==> config.mk <==
export PLATFORM = sky130hd
export DESIGN_NAME = packet_sink_rx_flat
export DESIGN_NICKNAME = d
export VERILOG_FILES = /design/src/rtl/packet_sink_rx_if.sv /design/src/rtl/packet_sink_rx.sv /design/src/flat_wrapper.sv
export SDC_FILE = /design/constraint.sdc
export NUM_CORES = 1
export LEC_CHECK = 0
export CAP_MARGIN = 25
export CORE_AREA = 2 2 289 291
export CTS_CLUSTER_SIZE = 16
export DETAILED_ROUTE_END_ITERATION = 8
export DIE_AREA = 0 0 291 293
export HOLD_SLACK_MARGIN = 0.15
export PLACE_DENSITY = 0.45
export RECOVER_POWER = 25
export SETUP_SLACK_MARGIN = 0.02
export SYNTH_ARGS = -nofsm -noshare
export SYNTH_HDL_FRONTEND = slang
export SYNTH_SLANG_ARGS = --single-unit
export TNS_END_PERCENT = 1
==> constraint.sdc <==
create_clock -name clk -period 8.4 [get_ports clk]
set_input_delay 1.68 -clock clk [delete_from_list [all_inputs] [get_ports clk]]
set_output_delay 1.68 -clock clk [all_outputs]
set_load 0.05 [all_outputs]
==> src/rtl/packet_sink_rx_if.sv <==
// packet_sink_rx_if: word-side packet bus, byte-side stream and status of packet_sink_rx
//   in_valid/in_data/in_byte_enable/in_sop/in_eop : 64-bit word input, no backpressure
//   out_valid/out_data/out_sop/out_eop/out_ready  : byte stream with valid/ready handshake
//   stat_valid/stat_len/stat_err                  : per-packet status pulse
//   overflow                                      : sticky word-drop flag
//   master drives words and out_ready; slave is the receiver
interface packet_sink_rx_if;
    logic        in_valid;
    logic [63:0] in_data;
    logic [7:0]  in_byte_enable;
    logic        in_sop;
    logic        in_eop;
    logic        out_valid;
    logic [7:0]  out_data;
    logic        out_sop;
    logic        out_eop;
    logic        out_ready;
    logic        stat_valid;
    logic [15:0] stat_len;
    logic        stat_err;
    logic        overflow;

    modport master (
        output in_valid, in_data, in_byte_enable, in_sop, in_eop, out_ready,
        input  out_valid, out_data, out_sop, out_eop, stat_valid, stat_len, stat_err, overflow
    );

    modport slave (
        input  in_valid, in_data, in_byte_enable, in_sop, in_eop, out_ready,
        output out_valid, out_data, out_sop, out_eop, stat_valid, stat_len, stat_err, overflow
    );
endinterface

==> src/rtl/packet_sink_rx.sv <==
// packet_sink_rx: checks packet framing, buffers words in a FIFO and serialises them to bytes
//   clk : sole clock, rising edge
//   rst : asynchronous active-high reset
//   bus : packet_sink_rx_if.slave (word input, byte output, status, overflow)
module packet_sink_rx #(
    parameter int FIFO_DEPTH = 8
) (
    input logic             clk,
    input logic             rst,
    packet_sink_rx_if.slave bus
);
    localparam int AW = $clog2(FIFO_DEPTH);
    localparam logic [AW:0] DEPTH_P = FIFO_DEPTH[AW:0];
    localparam logic [0:0] IDLE   = 1'b0;
    localparam logic [0:0] IN_PKT = 1'b1;

    logic [0:0]  state;
    logic [63:0] mem_data [FIFO_DEPTH];
    logic [3:0]  mem_cnt  [FIFO_DEPTH];
    logic        mem_sop  [FIFO_DEPTH];
    logic        mem_eop  [FIFO_DEPTH];
    logic [AW:0] wr_ptr, rd_ptr;
    logic [2:0]  idx;
    logic [15:0] acc_len, base_len, next_len;
    logic        acc_err, base_err;
    logic [16:0] sum;
    logic [7:0]  inv_be;
    logic [3:0]  word_cnt, head_cnt;
    logic [63:0] head_shift;
    logic        full, empty, framed, push, mask_ok, word_err, last_byte, accept;

    always_comb begin
        empty      = wr_ptr == rd_ptr;
        full       = (wr_ptr - rd_ptr) == DEPTH_P;
        inv_be     = ~bus.in_byte_enable;
        // legal masks are MSB-aligned runs of ones: the complement is 2^k-1
        mask_ok    = bus.in_byte_enable != 8'd0 && (inv_be & (inv_be + 8'd1)) == 8'd0;
        word_cnt   = bus.in_eop && mask_ok ? 4'($countones(bus.in_byte_enable)) : 4'd8;
        framed     = bus.in_sop || state == IN_PKT;
        push       = bus.in_valid && framed && !full;
        word_err   = (bus.in_eop && !mask_ok) || full;
        // an sop word always begins a fresh count, even when it aborts an open packet
        base_len   = state == IN_PKT && !bus.in_sop ? acc_len : 16'd0;
        base_err   = state == IN_PKT && !bus.in_sop ? acc_err : 1'b0;
        sum        = {1'b0, base_len} + 17'(word_cnt);
        next_len   = sum[16] ? 16'hFFFF : sum[15:0];
        head_cnt   = mem_cnt[rd_ptr[AW-1:0]];
        last_byte  = {1'b0, idx} == head_cnt - 4'd1;
        accept     = !empty && bus.out_ready;
        head_shift = mem_data[rd_ptr[AW-1:0]] << {idx, 3'b000};
    end

    assign bus.out_valid = !empty;
    assign bus.out_data  = empty ? 8'd0 : head_shift[63:56];
    assign bus.out_sop   = !empty && mem_sop[rd_ptr[AW-1:0]] && idx == 3'd0;
    assign bus.out_eop   = !empty && mem_eop[rd_ptr[AW-1:0]] && last_byte;

    always_ff @(posedge clk) begin
        if (push) begin
            mem_data[wr_ptr[AW-1:0]] <= bus.in_data;
            mem_cnt[wr_ptr[AW-1:0]]  <= word_cnt;
            mem_sop[wr_ptr[AW-1:0]]  <= bus.in_sop;
            mem_eop[wr_ptr[AW-1:0]]  <= bus.in_eop;
        end
    end

    always_ff @(posedge clk or posedge rst) begin
        if (rst) begin
            state          <= IDLE;
            wr_ptr         <= '0;
            rd_ptr         <= '0;
            idx            <= 3'd0;
            acc_len        <= 16'd0;
            acc_err        <= 1'b0;
            bus.stat_valid <= 1'b0;
            bus.stat_len   <= 16'd0;
            bus.stat_err   <= 1'b0;
            bus.overflow   <= 1'b0;
        end else begin
            bus.stat_valid <= 1'b0;
            if (push)
                wr_ptr <= wr_ptr + 1'b1;
            if (bus.in_valid && framed && full)
                bus.overflow <= 1'b1;
            if (accept) begin
                idx <= last_byte ? 3'd0 : idx + 3'd1;
                if (last_byte)
                    rd_ptr <= rd_ptr + 1'b1;
            end
            if (bus.in_valid) begin
                if (!framed) begin
                    bus.stat_valid <= 1'b1;
                    bus.stat_len   <= 16'd0;
                    bus.stat_err   <= 1'b1;
                end else if (state == IN_PKT && bus.in_sop) begin
                    bus.stat_valid <= 1'b1;
                    bus.stat_len   <= acc_len;
                    bus.stat_err   <= 1'b1;
                    acc_len        <= next_len;
                    acc_err        <= word_err;
                    state          <= bus.in_eop ? IDLE : IN_PKT;
                end else if (bus.in_eop) begin
                    bus.stat_valid <= 1'b1;
                    bus.stat_len   <= next_len;
                    bus.stat_err   <= base_err || word_err;
                    state          <= IDLE;
                end else begin
                    acc_len <= next_len;
                    acc_err <= base_err || word_err;
                    state   <= IN_PKT;
                end
            end
        end
    end
endmodule

==> src/flat_wrapper.sv <==
// flat-port wrapper written by rule: the top's interface ports become plain ports
module packet_sink_rx_flat 
#(
    parameter int FIFO_DEPTH = 8
)
  (clk, rst, bus_in_valid, bus_in_data, bus_in_byte_enable, bus_in_sop, bus_in_eop, bus_out_ready, bus_out_valid, bus_out_data, bus_out_sop, bus_out_eop, bus_stat_valid, bus_stat_len, bus_stat_err, bus_overflow);
  packet_sink_rx_if bus_i ();
  input logic clk;
  input logic rst;
  input wire logic [$bits(bus_i.in_valid)-1:0] bus_in_valid;
  input wire logic [$bits(bus_i.in_data)-1:0] bus_in_data;
  input wire logic [$bits(bus_i.in_byte_enable)-1:0] bus_in_byte_enable;
  input wire logic [$bits(bus_i.in_sop)-1:0] bus_in_sop;
  input wire logic [$bits(bus_i.in_eop)-1:0] bus_in_eop;
  input wire logic [$bits(bus_i.out_ready)-1:0] bus_out_ready;
  output wire logic [$bits(bus_i.out_valid)-1:0] bus_out_valid;
  output wire logic [$bits(bus_i.out_data)-1:0] bus_out_data;
  output wire logic [$bits(bus_i.out_sop)-1:0] bus_out_sop;
  output wire logic [$bits(bus_i.out_eop)-1:0] bus_out_eop;
  output wire logic [$bits(bus_i.stat_valid)-1:0] bus_stat_valid;
  output wire logic [$bits(bus_i.stat_len)-1:0] bus_stat_len;
  output wire logic [$bits(bus_i.stat_err)-1:0] bus_stat_err;
  output wire logic [$bits(bus_i.overflow)-1:0] bus_overflow;
  assign bus_i.in_valid = bus_in_valid;
  assign bus_i.in_data = bus_in_data;
  assign bus_i.in_byte_enable = bus_in_byte_enable;
  assign bus_i.in_sop = bus_in_sop;
  assign bus_i.in_eop = bus_in_eop;
  assign bus_i.out_ready = bus_out_ready;
  assign bus_out_valid = bus_i.out_valid;
  assign bus_out_data = bus_i.out_data;
  assign bus_out_sop = bus_i.out_sop;
  assign bus_out_eop = bus_i.out_eop;
  assign bus_stat_valid = bus_i.stat_valid;
  assign bus_stat_len = bus_i.stat_len;
  assign bus_stat_err = bus_i.stat_err;
  assign bus_overflow = bus_i.overflow;
  packet_sink_rx #(.FIFO_DEPTH(FIFO_DEPTH)) u_core (.clk(clk), .rst(rst), .bus(bus_i));
endmodule
# == Word level (Yosys, flattened, before mapping) ==
# Memory sizes are Yosys's and may differ from the RTL's.
# Index checks and enable logic that the tools add are counted.
# classes
n_mux,23
n_eq_ne,5
n_bitwise,2
n_reduce_logical,27
n_addsub,14
shift,1
# op_table
cell,count
$mux W16,7
$shl A64 B6 Y64,1
$add A16 B4 Y17,1
$logic_and A1 B1 Y1,13
$mux W1,13
$add A4 B4 Y4,3
$add A1 B1 Y2,4
$add A4 B1 Y4 const B,2
$add A8 B1 Y8 const B,1
$and A8 B8 Y8,1
$logic_not A8 Y1,1
$mux W8,1
$not A8 Y8,1
$reduce_bool A8 Y1,1
$reduce_and A2 Y1,3
$eq A3 B4 Y1,1
$eq A4 B4 Y1,1
$eq A4 B4 Y1 const B,1
$logic_not A1 Y1,4
$mux W4,1
$sub A4 B1 Y4 const B,1
$sub A4 B4 Y4,1
$add A3 B1 Y3 const B,1
$logic_not A3 Y1,1
other kinds (5),7
# totals
ramBits,560
output_inout_bits,30
reg_bits,48
n_memories,4
# mem_list
memory,words,word_bits,rd,rd_clocked_by_memory_dff,wr,line,source
u_core.mem_data,8,64,1,0,1,packet_sink_rx.sv:18,logic [63:0] mem_data [FIFO_DEPTH];
u_core.mem_cnt,8,4,1,0,1,packet_sink_rx.sv:19,logic [3:0] mem_cnt [FIFO_DEPTH];
u_core.mem_eop,8,1,1,0,1,packet_sink_rx.sv:21,logic mem_eop [FIFO_DEPTH];
u_core.mem_sop,8,1,1,0,1,packet_sink_rx.sv:20,logic mem_sop [FIFO_DEPTH];

# == Depth between registers and ports, before layout ==
# Gate-level depths: netlist of the first run.
# depth
word_depth,12
ltp_mapped,19

# == Least setup slack after synthesis of the first run ==
# No wires, ideal clock.
# synth_timing
path_kind,input to register
from,input port bus_in_sop
to,memory u_core.mem_cnt[0][0] (enable)
required_time_ns,7.816
path_slack_ns,0.531
t_arrival_ns,7.285
setup_ns,0.584
cell_stages,5
cell_sequence,clkbuf_1 o21ai_0 nor2b_1 nand2_1 nor3_1
# synth_between
elab_chain_cells,5
# synth_rtl
item,line,source
"start, declared",flat_wrapper.sv:13,input wire logic [$bits(bus_i.in_sop)-1:0] bus_in_sop;
$logic_or A1 B1 Y1,packet_sink_rx.sv:39,framed = bus.in_sop || state == IN_PKT;
$logic_and A1 B1 Y1 (2 in series),packet_sink_rx.sv:40,push = bus.in_valid && framed && !full;
$mux W1,packet_sink_rx.sv:59,if (push) begin
$mux W1 (not written as such),packet_sink_rx.sv:61,mem_cnt[wr_ptr[AW-1:0]] <= word_cnt;
"end, declared",packet_sink_rx.sv:19,
# Every way passes these cells.

# == Worst setup path in the final report of the first run ==
# layout_timing
from,input port bus_in_byte_enable[0]
to,register u_core.bus.stat_len[8]
# layout_between
elab_chain_cells,12
word_cells_on_any_way,16
classes_between,5 x add/sub; 5 x mux; 2 x bitwise; 4 x reduce/logical
# layout_rtl
item,line,source
"start, declared",flat_wrapper.sv:12,input wire logic [$bits(bus_i.in_byte_enable)-1:0] bus_in_byte_enable;
$not A8 Y8,packet_sink_rx.sv:35,inv_be = ~bus.in_byte_enable;
$add A8 B1 Y8,packet_sink_rx.sv:37,mask_ok = bus.in_byte_enable != 8'd0 && (inv_be & (inv_be + 8'd1)) == 8'd0;
$and A8 B8 Y8,packet_sink_rx.sv:37,
$logic_not A8 Y1,packet_sink_rx.sv:37,
$logic_and A1 B1 Y1,packet_sink_rx.sv:37,
$logic_and A1 B1 Y1,packet_sink_rx.sv:38,word_cnt = bus.in_eop && mask_ok ? 4'($countones(bus.in_byte_enable)) : 4'd8;
$mux W4 *,packet_sink_rx.sv:38,
named net u_core.word_cnt[2],packet_sink_rx.sv:28,"logic [3:0] word_cnt, head_cnt;"
$add A16 B4 Y17 *,packet_sink_rx.sv:45,"sum = {1'b0, base_len} + 17'(word_cnt);"
$mux W16 *,packet_sink_rx.sv:46,next_len = sum[16] ? 16'hFFFF : sum[15:0];
$mux W16 *,packet_sink_rx.sv:102,end else if (bus.in_eop) begin
$mux W16 *,packet_sink_rx.sv:95,end else if (state == IN_PKT && bus.in_sop) begin
$mux W16 *,packet_sink_rx.sv:91,if (!framed) begin
"end signal, assigned",packet_sink_rx.sv:97,bus.stat_len <= acc_len;
"end signal, assigned",packet_sink_rx.sv:104,bus.stat_len <= next_len;
"end, declared",packet_sink_rx_if.sv:30,"output out_valid, out_data, out_sop, out_eop, stat_valid, stat_len, stat_err, overflow"
# The timed path passes the listed nets; every way through them passes the cells marked *. The select of a mux whose other input is x is not followed.
# A chain may end at the register's enable or synchronous reset.

==> results of run 1 <==
-- routing by layer --
layer / vias to the layer above / track usage, % / wire length [µm]
met5: - / 0 / 67
met4: 10 / 3.61 / 1240
met3: 102 / 2.63 / 2170
met2: 244 / 22.5 / 28000
met1: 6305 / 18.5 / 25500
li1: 5229 / - / -
-- worst max-delay path, cell delays in order --
cell and delay (ns):
clkdlybuf4s50_1 0.54, inv_1 0.06, ha_1 0.28, inv_1 0.05, fa_1 0.41, fa_1 0.52, inv_1 0.04, ha_1 0.16
inv_1 0.07, fa_1 0.39, nor2b_1 0.56, ha_1 0.27, a21o_1 0.14, a21o_1 0.21, nand4_1 0.25, nor2_1 0.66
buf_4 0.31, a21oi_1 0.07, a21oi_1 0.19, a21o_1 0.10
-- cell type report --
cell class                      instances  area [µm²]  share of cell area (%)
Clock inverter                         33         254                   0.874
Clock buffer                           90        1860                    6.40
Sequential cell                       608       18000                    62.1
Multi-Input combinational cell        498        6090                    21.0
Inverter                               34         128                   0.439
Tap cell                             1070        1340                    4.61
Timing Repair Buffer                  135        1360                    4.67
-- through the flow --
stage,power [mW],hold slack (ns),util (%)
after floorplan,5.71,0.450,-
after global placement,6.61,0.468,32.9
after detailed placement,6.63,0.465,32.9
after CTS,9.48,0.485,35.5
after global routing,9.74,0.515,35.5
final,9.27,0.477,35.5
-- sequential cells by signal, summed over array words and instances (netlist names) --
name	flops
u_core.acc_len	16
u_core.mem_cnt	32
u_core.bus.stat_valid	1
u_core.bus.stat_err	1
u_core.mem_sop	8
u_core.idx	3
u_core.acc_err	1
u_core.mem_data	512
u_core.bus.overflow	1
u_core.bus.stat_len	16
u_core.wr_ptr	4
u_core.state	1
u_core.mem_eop	8
u_core.rd_ptr	4
-- power groups by stage --
stage	Sequential, mW	Clock [mW]	Combinational, mW
4_1_cts	3.87	2.91	2.70
3_3_place_gp	3.92	0	2.69
6_report	3.86	2.81	2.60
5_1_grt	3.90	3.04	2.81
3_5_place_dp	3.93	0	2.70
2_1_floorplan	3.85	0	1.86
-- cells by family (layout without fill, tap and decap cells) --
| group | after synthesis | in the layout |
|---|---|---|
| AOI/OAI and AO/OA | 117 | 117 |
| xor gates and xnor gates | 18 | 18 |
| adders and majority gates | 28 | 28 |
| buffers and inverters | 94 | 292 |
| DFF | 608 | 608 |
| muxes | 195 | 195 |
| and+or+nand+nor | 140 | 140 |
-- how the worst max path moves through the flow --
| stage | startpoint | end | slack (ns) | cells past startpoint |
|---|---|---|---|---|
| global route | bus_in_byte_enable[0] | u_core.bus.stat_len[8] | 1.53 | 20 |
| global placement | bus_in_byte_enable[4] | u_core.bus.stat_len[8] | 1.38 | 20 |
| detailed placement | bus_in_byte_enable[4] | u_core.bus.stat_len[8] | 1.27 | 20 |
| floorplan | bus_in_sop | u_core.mem_cnt[0][0] | 0.53 | 5 |
| CTS | bus_in_byte_enable[4] | u_core.bus.stat_len[8] | 1.90 | 20 |
| finish | bus_in_byte_enable[0] | u_core.bus.stat_len[8] | 1.94 | 20 |
-- cell usage in the layout (no fill, tap or decap), types with 6 or more instances in the layout --
master           Yosys  layout
mux4_2             170     170
dlygate4sd3_1        0      41
nand2_1             47      47
a21oi_1             36      36
inv_1               33      32
nor2b_1              7       7
o21ai_0             34      34
o22ai_1              9       9
buf_12               0       6
clkinv_1             0      15
clkinv_2             0      10
nor2_4               0       6
and2_1              10      10
dfrtp_1             48      45
a21o_1               7       7
ha_1                23      23
nor2_1              35      29
xnor2_1             12      12
clkbuf_16            0      71
mux2i_1             22      22
clkdlybuf4s50_1      0      66
buf_4                1      22
nand3_1              9       9
clkbuf_1            21      18
nor3_1               8       6
edfxtp_1           560     560
==> impl_metrics.json, run 1 <==
{
  "status": "finished, final reports clean",
  "max-cap-violations": 0,
  "clk_path_buf_depth": 3,
  "fin_crit_sh_pct": 76.9,
  "required_ns": 8.93,
  "grt_usage_pct": 13.6,
  "pwr-share-comb_pct": 28.1,
  "rows": 105,
  "grt-ovfl-total": 0,
  "synth-seq-cells": 608,
  "antenna_cells": 0,
  "drv_slew": 0,
  "cts_sinks": 608,
  "synth_top_area_share_pct": 68.8,
  "fp.dieArea_mm2": 0.0853,
  "root_buffer": "clkbuf_16",
  "ant_nets": 0,
  "synth_fa_ha_area_share_pct": 1.59,
  "post_cts_buffers": 0,
  "cts_made_buffers": 70,
  "r2r_start": "u_core.rd_ptr[0]",
  "gp_congestion": 0.755,
  "critPathLaunchType": "primary input",
  "cts-resized-gates": 0,
  "synth_compound_area_share_pct": 2.92,
  "power_frac_seq_pct": 41.6,
  "maxSlewHeadroom_pct": 32.5,
  "fp.dieH_um": 293,
  "nets": 1453,
  "synth.most_common_cell": "edfxtp_1",
  "drt_iter0_drc": 704,
  "finalNonFillerCells": 2468,
  "worstHoldPathCells": 2,
  "drt-vias-per-instance": 4.82,
  "synth_top_family_by_area": "multiplexers",
  "wl_per_cell_um": 23.1,
  "internal_power_mw": 6.49,
  "netlist_instances": 1200,
  "synth_cell_types": 57,
  "hold_start": "u_core.bus.stat_len[7]",
  "async_reset_ff_share_pct": 7.89,
  "finalSetupViolCount": 0,
  "clock_power_share_pct": 30.4,
  "port_buffers": 107,
  "io_pins": 108,
  "synthTopCellsByArea": "edfxtp_1 69%, mux4_2 16%, dfrtp_1 4.9%, ha_1 1.2%, mux2i_1 0.90%",
  "grt_pass1_wl_mm": 85.7,
  "remaining_drc_errors": 0,
  "hold_viol_final": 0,
  "synth_top_area_cell": "edfxtp_1",
  "clkTransAtPathRegs_ns": 0.06,
  "place_ws_ns": 1.27,
  "cts_tree": "built",
  "holdBufCountCts": 0,
  "ys_seq_area_share_pct": 73.7,
  "initial_utilization_pct": 29.9,
  "yosys.area_share.simple_pct": 2.71,
  "critical_path_class": "in2reg",
  "fin_area_mm2": 0.0291,
  "dp_hpwl_mm": 32.5,
  "dpl_cell_area_mm2": 0.0269,
  "die_x_um": 291,
  "antenna_found_initial": 17,
  "fmax_ghz": 0.155,
  "tightest_slew_ns": 1.01,
  "synthTopCellsByCount": "560 x edfxtp_1, 170 x mux4_2, 48 x dfrtp_1",
  "finalSetupTns_ns": 0,
  "clk_latency_ns": 0.60,
  "n_fill_cell": 7577,
  "holdCritPathClass": "reg2reg",
  "skew_ns": 0.0203,
  "synth-edff-count": 560,
  "r2r_end": "u_core.mem_data[6][49]",
  "drt-pass1-iter-count": 5,
  "num_vias": 11900,
  "synth_ff_type": "edfxtp_1",
  "fin_ws_ns": 1.94,
  "worst_r2r_path_depth": 9,
  "p_per_area_mw_per_mm2": 319,
  "synth_xor_area_share_pct": 0.706,
  "syn_avg_cell_area_um2": 20.4,
  "swShare_pct": 30.0,
  "coreArea_mm2": 0.0818,
  "drt-total-wl_mm": 57.0,
  "ys_warn_count": 0,
  "peakVddDrop_v": 0.000271,
  "final.min_clock_period_ns": 6.46,
  "grt_pass1_vias": 12700,
  "rsz0062_at_grt": "no",
  "crit_fanout": 12,
  "end_kind": "register",
  "muxShareOfSynthArea_pct": 16.8,
  "syn-num-nets": 1306,
  "grt_max_degree": 89,
  "area_delta_synth_final_pct": 18.8,
  "rrSetupSlack_ns": 3.76,
  "place_inst": 2345,
  "synthesis.area_mm2": 0.0245,
  "drive_gt1_share_pct": 22.0,
  "p_switching_mw": 2.79,
  "arrival_ns": 6.99,
  "hold_end": "u_core.bus.stat_len[7]",
  "htreeDepth": 3,
  "p_leak_nw": 9.39
}
Power figures use the tool's default switching activity.
==> run 2, diff against run 1 <==
Clock period 8.4 ns to 6 ns, I/O delays scaled along.
==> run 2 against run 1 <==
  * Largest cell class unchanged
  * Non-clock buffer count is 12 higher
  * Global-route usage barely moved
  * Sequential share of layout area down 0.44 points
  * Cell area rose by 0.71%
==> impl_metrics.json, run 2 (synthesis gave the netlist of run 1 again) <==
{
  "r2r_start": "u_core.rd_ptr[1]",
  "peakVddDrop_v": 0.000305,
  "cp_slowest_cell": "clkdlybuf4s50_1",
  "r2r_end": "u_core.mem_data[4][56]",
  "fmax_ghz": 0.187,
  "dp_hpwl_mm": 32.7,
  "antenna_found_initial": 12,
  "wl_per_cell_um": 23.2,
  "post-route-util_pct": 35.7,
  "max-cap-violations": 0,
  "slowest_delay_ns": 0.84,
  "mostFrequentLayoutCells": "560 x edfxtp_1, 170 x mux4_2, 71 x clkbuf_16, 67 x clkdlybuf4s50_1, 47 x nand2_1",
  "arrival_ns": 4.16,
  "clkTransAtPathRegs_ns": 0.06,
  "rsz0062_at_grt": "no",
  "crit_fanout": 10,
  "coreArea_mm2": 0.0818,
  "grt_max_degree": 74,
  "fin_area_mm2": 0.0293,
  "layout_commonest_cell": "edfxtp_1",
  "gp_congestion": 0.735,
  "drt_iter0_drc": 758,
  "clk_path_buf_depth": 3,
  "initial_utilization_pct": 29.9,
  "grt_usage_pct": 13.6,
  "fin_crit_sh_pct": 89.4,
  "drt-total-wl_mm": 57.6,
  "drive_gt1_share_pct": 22.8,
  "worst_path_most_repeated_cell": "and3_1",
  "root_buffer": "clkbuf_16",
  "multi_input_area_mm2": 0.00610,
  "num_vias": 11900,
  "hold_viol_final": 0,
  "end_kind": "output pin",
  "port_buffers": 107,
  "wl_met2_mm": 28.0,
  "io_pins": 108,
  "p_leak_nw": 9.48,
  "p_per_area_mw_per_mm2": 451,
  "maxSlewHeadroom_pct": 35.6,
  "holdBufCountCts": 0,
  "cts_made_buffers": 70,
  "cts-resized-gates": 0,
  "critical_path_class": "reg2out",
  "clk_latency_ns": 0.60,
  "holdCritPathClass": "reg2reg",
  "critPathLaunchType": "register",
  "post_cts_buffers": 0,
  "seqCellArea_mm2": 0.0180,
  "required_ns": 4.80,
  "place_ws_ns": 0.252,
  "dpl_cell_area_mm2": 0.0271,
  "htreeDepth": 3,
  "drt-vias-per-instance": 4.80,
  "fin_ws_ns": 0.639,
  "rrSetupSlack_ns": 2.25,
  "finalSetupViolCount": 0,
  "largest_register_ffs": 512,
  "rows": 105,
  "fp.dieH_um": 293,
  "grt_pass1_vias": 12800,
  "die_x_um": 291,
  "status": "finished, final reports clean",
  "crit_path_cell_trace": "buf_4 -> mux4_2 -> mux2i_4 -> ha_1 -> xor2_1 -> and3_1 -> o21ai_0 -> inv_1 -> and2_1 -> and3_1 -> clkdlybuf4s50_1",
  "topRoutingLayerUsed": "met5",
  "ant_nets": 0,
  "worst_r2r_path_depth": 9,
  "grt_pass1_wl_mm": 85.4,
  "n_fill_cell": 7581,
  "drv_slew": 0,
  "dr_wl_met3_mm": 2.44,
  "area_delta_synth_final_pct": 19.6,
  "drt-pass1-iter-count": 4,
  "tightest_slew_ns": 0.966,
  "nets": 1465,
  "crit_end": "bus_out_eop",
  "crit_start": "u_core.rd_ptr[0]",
  "skew_ns": 0.0203,
  "cts_tree": "built",
  "wl_met1_mm": 25.9,
  "cts_sinks": 608,
  "fp.dieArea_mm2": 0.0853,
  "remaining_drc_errors": 0,
  "grt-ovfl-total": 0,
  "final.min_clock_period_ns": 5.36
}
## run 2: metal layers
metal	track usage, %	vias up
li1	-	5246
met1	18.2	6372
met2	22.4	196
met3	3.25	97
met4	3.34	12
met5	0	-
## run 2: cell type report
type | count | share of cell area [%]
Tap cell | 1070 | 4.58
Clock buffer | 91 | 6.40
Timing Repair Buffer | 147 | 5.07
Sequential cell | 608 | 61.6
Clock inverter | 32 | 1.05
Multi-Input combinational cell | 498 | 20.8
Antenna cell | 2 | 0.0171
Inverter | 34 | 0.436
## run 2: worst min path at each step
stage	start	to	slack, ns	cells past startpoint
final	u_core.bus.overflow	u_core.bus.overflow	0.48	1
after global routing	u_core.bus.overflow	u_core.bus.overflow	0.51	1
after CTS	u_core.bus.stat_len[7]	u_core.bus.stat_len[7]	0.48	2
after detailed placement	u_core.bus.stat_len[7]	u_core.bus.stat_len[7]	0.46	2
after global placement	u_core.bus.overflow	u_core.bus.overflow	0.46	1
after floorplan	u_core.acc_err	u_core.acc_err	0.45	2
## run 2: stage by stage
stage	setup TNS, ns	instances	power (mW)	hold slack [ns]
finish	0	2482	13.2	0.477
detailed placement	0	2357	9.35	0.465
floorplan	-116.78	1200	7.99	0.450
global placement	0	2357	9.32	0.465
global route	0	2480	13.8	0.507
CTS	0	2480	13.5	0.479
## run 2: critical path: cells and delay by family (launching register included)
family          cells  cell delay [ns]
buf+inv             3             1.25
mux                 2             0.73
flops               1             0.58
simple gates        3             0.56
fa+ha+maj           1             0.18
xor+xnor            1             0.16
compound gates      1             0.10
## run 2: where the power goes
part	switching [mW]	total, mW	internal [mW]
Clock	1.66	4.07	2.41
Sequential	0.176	5.32	5.14
Combinational	2.12	3.79	1.67
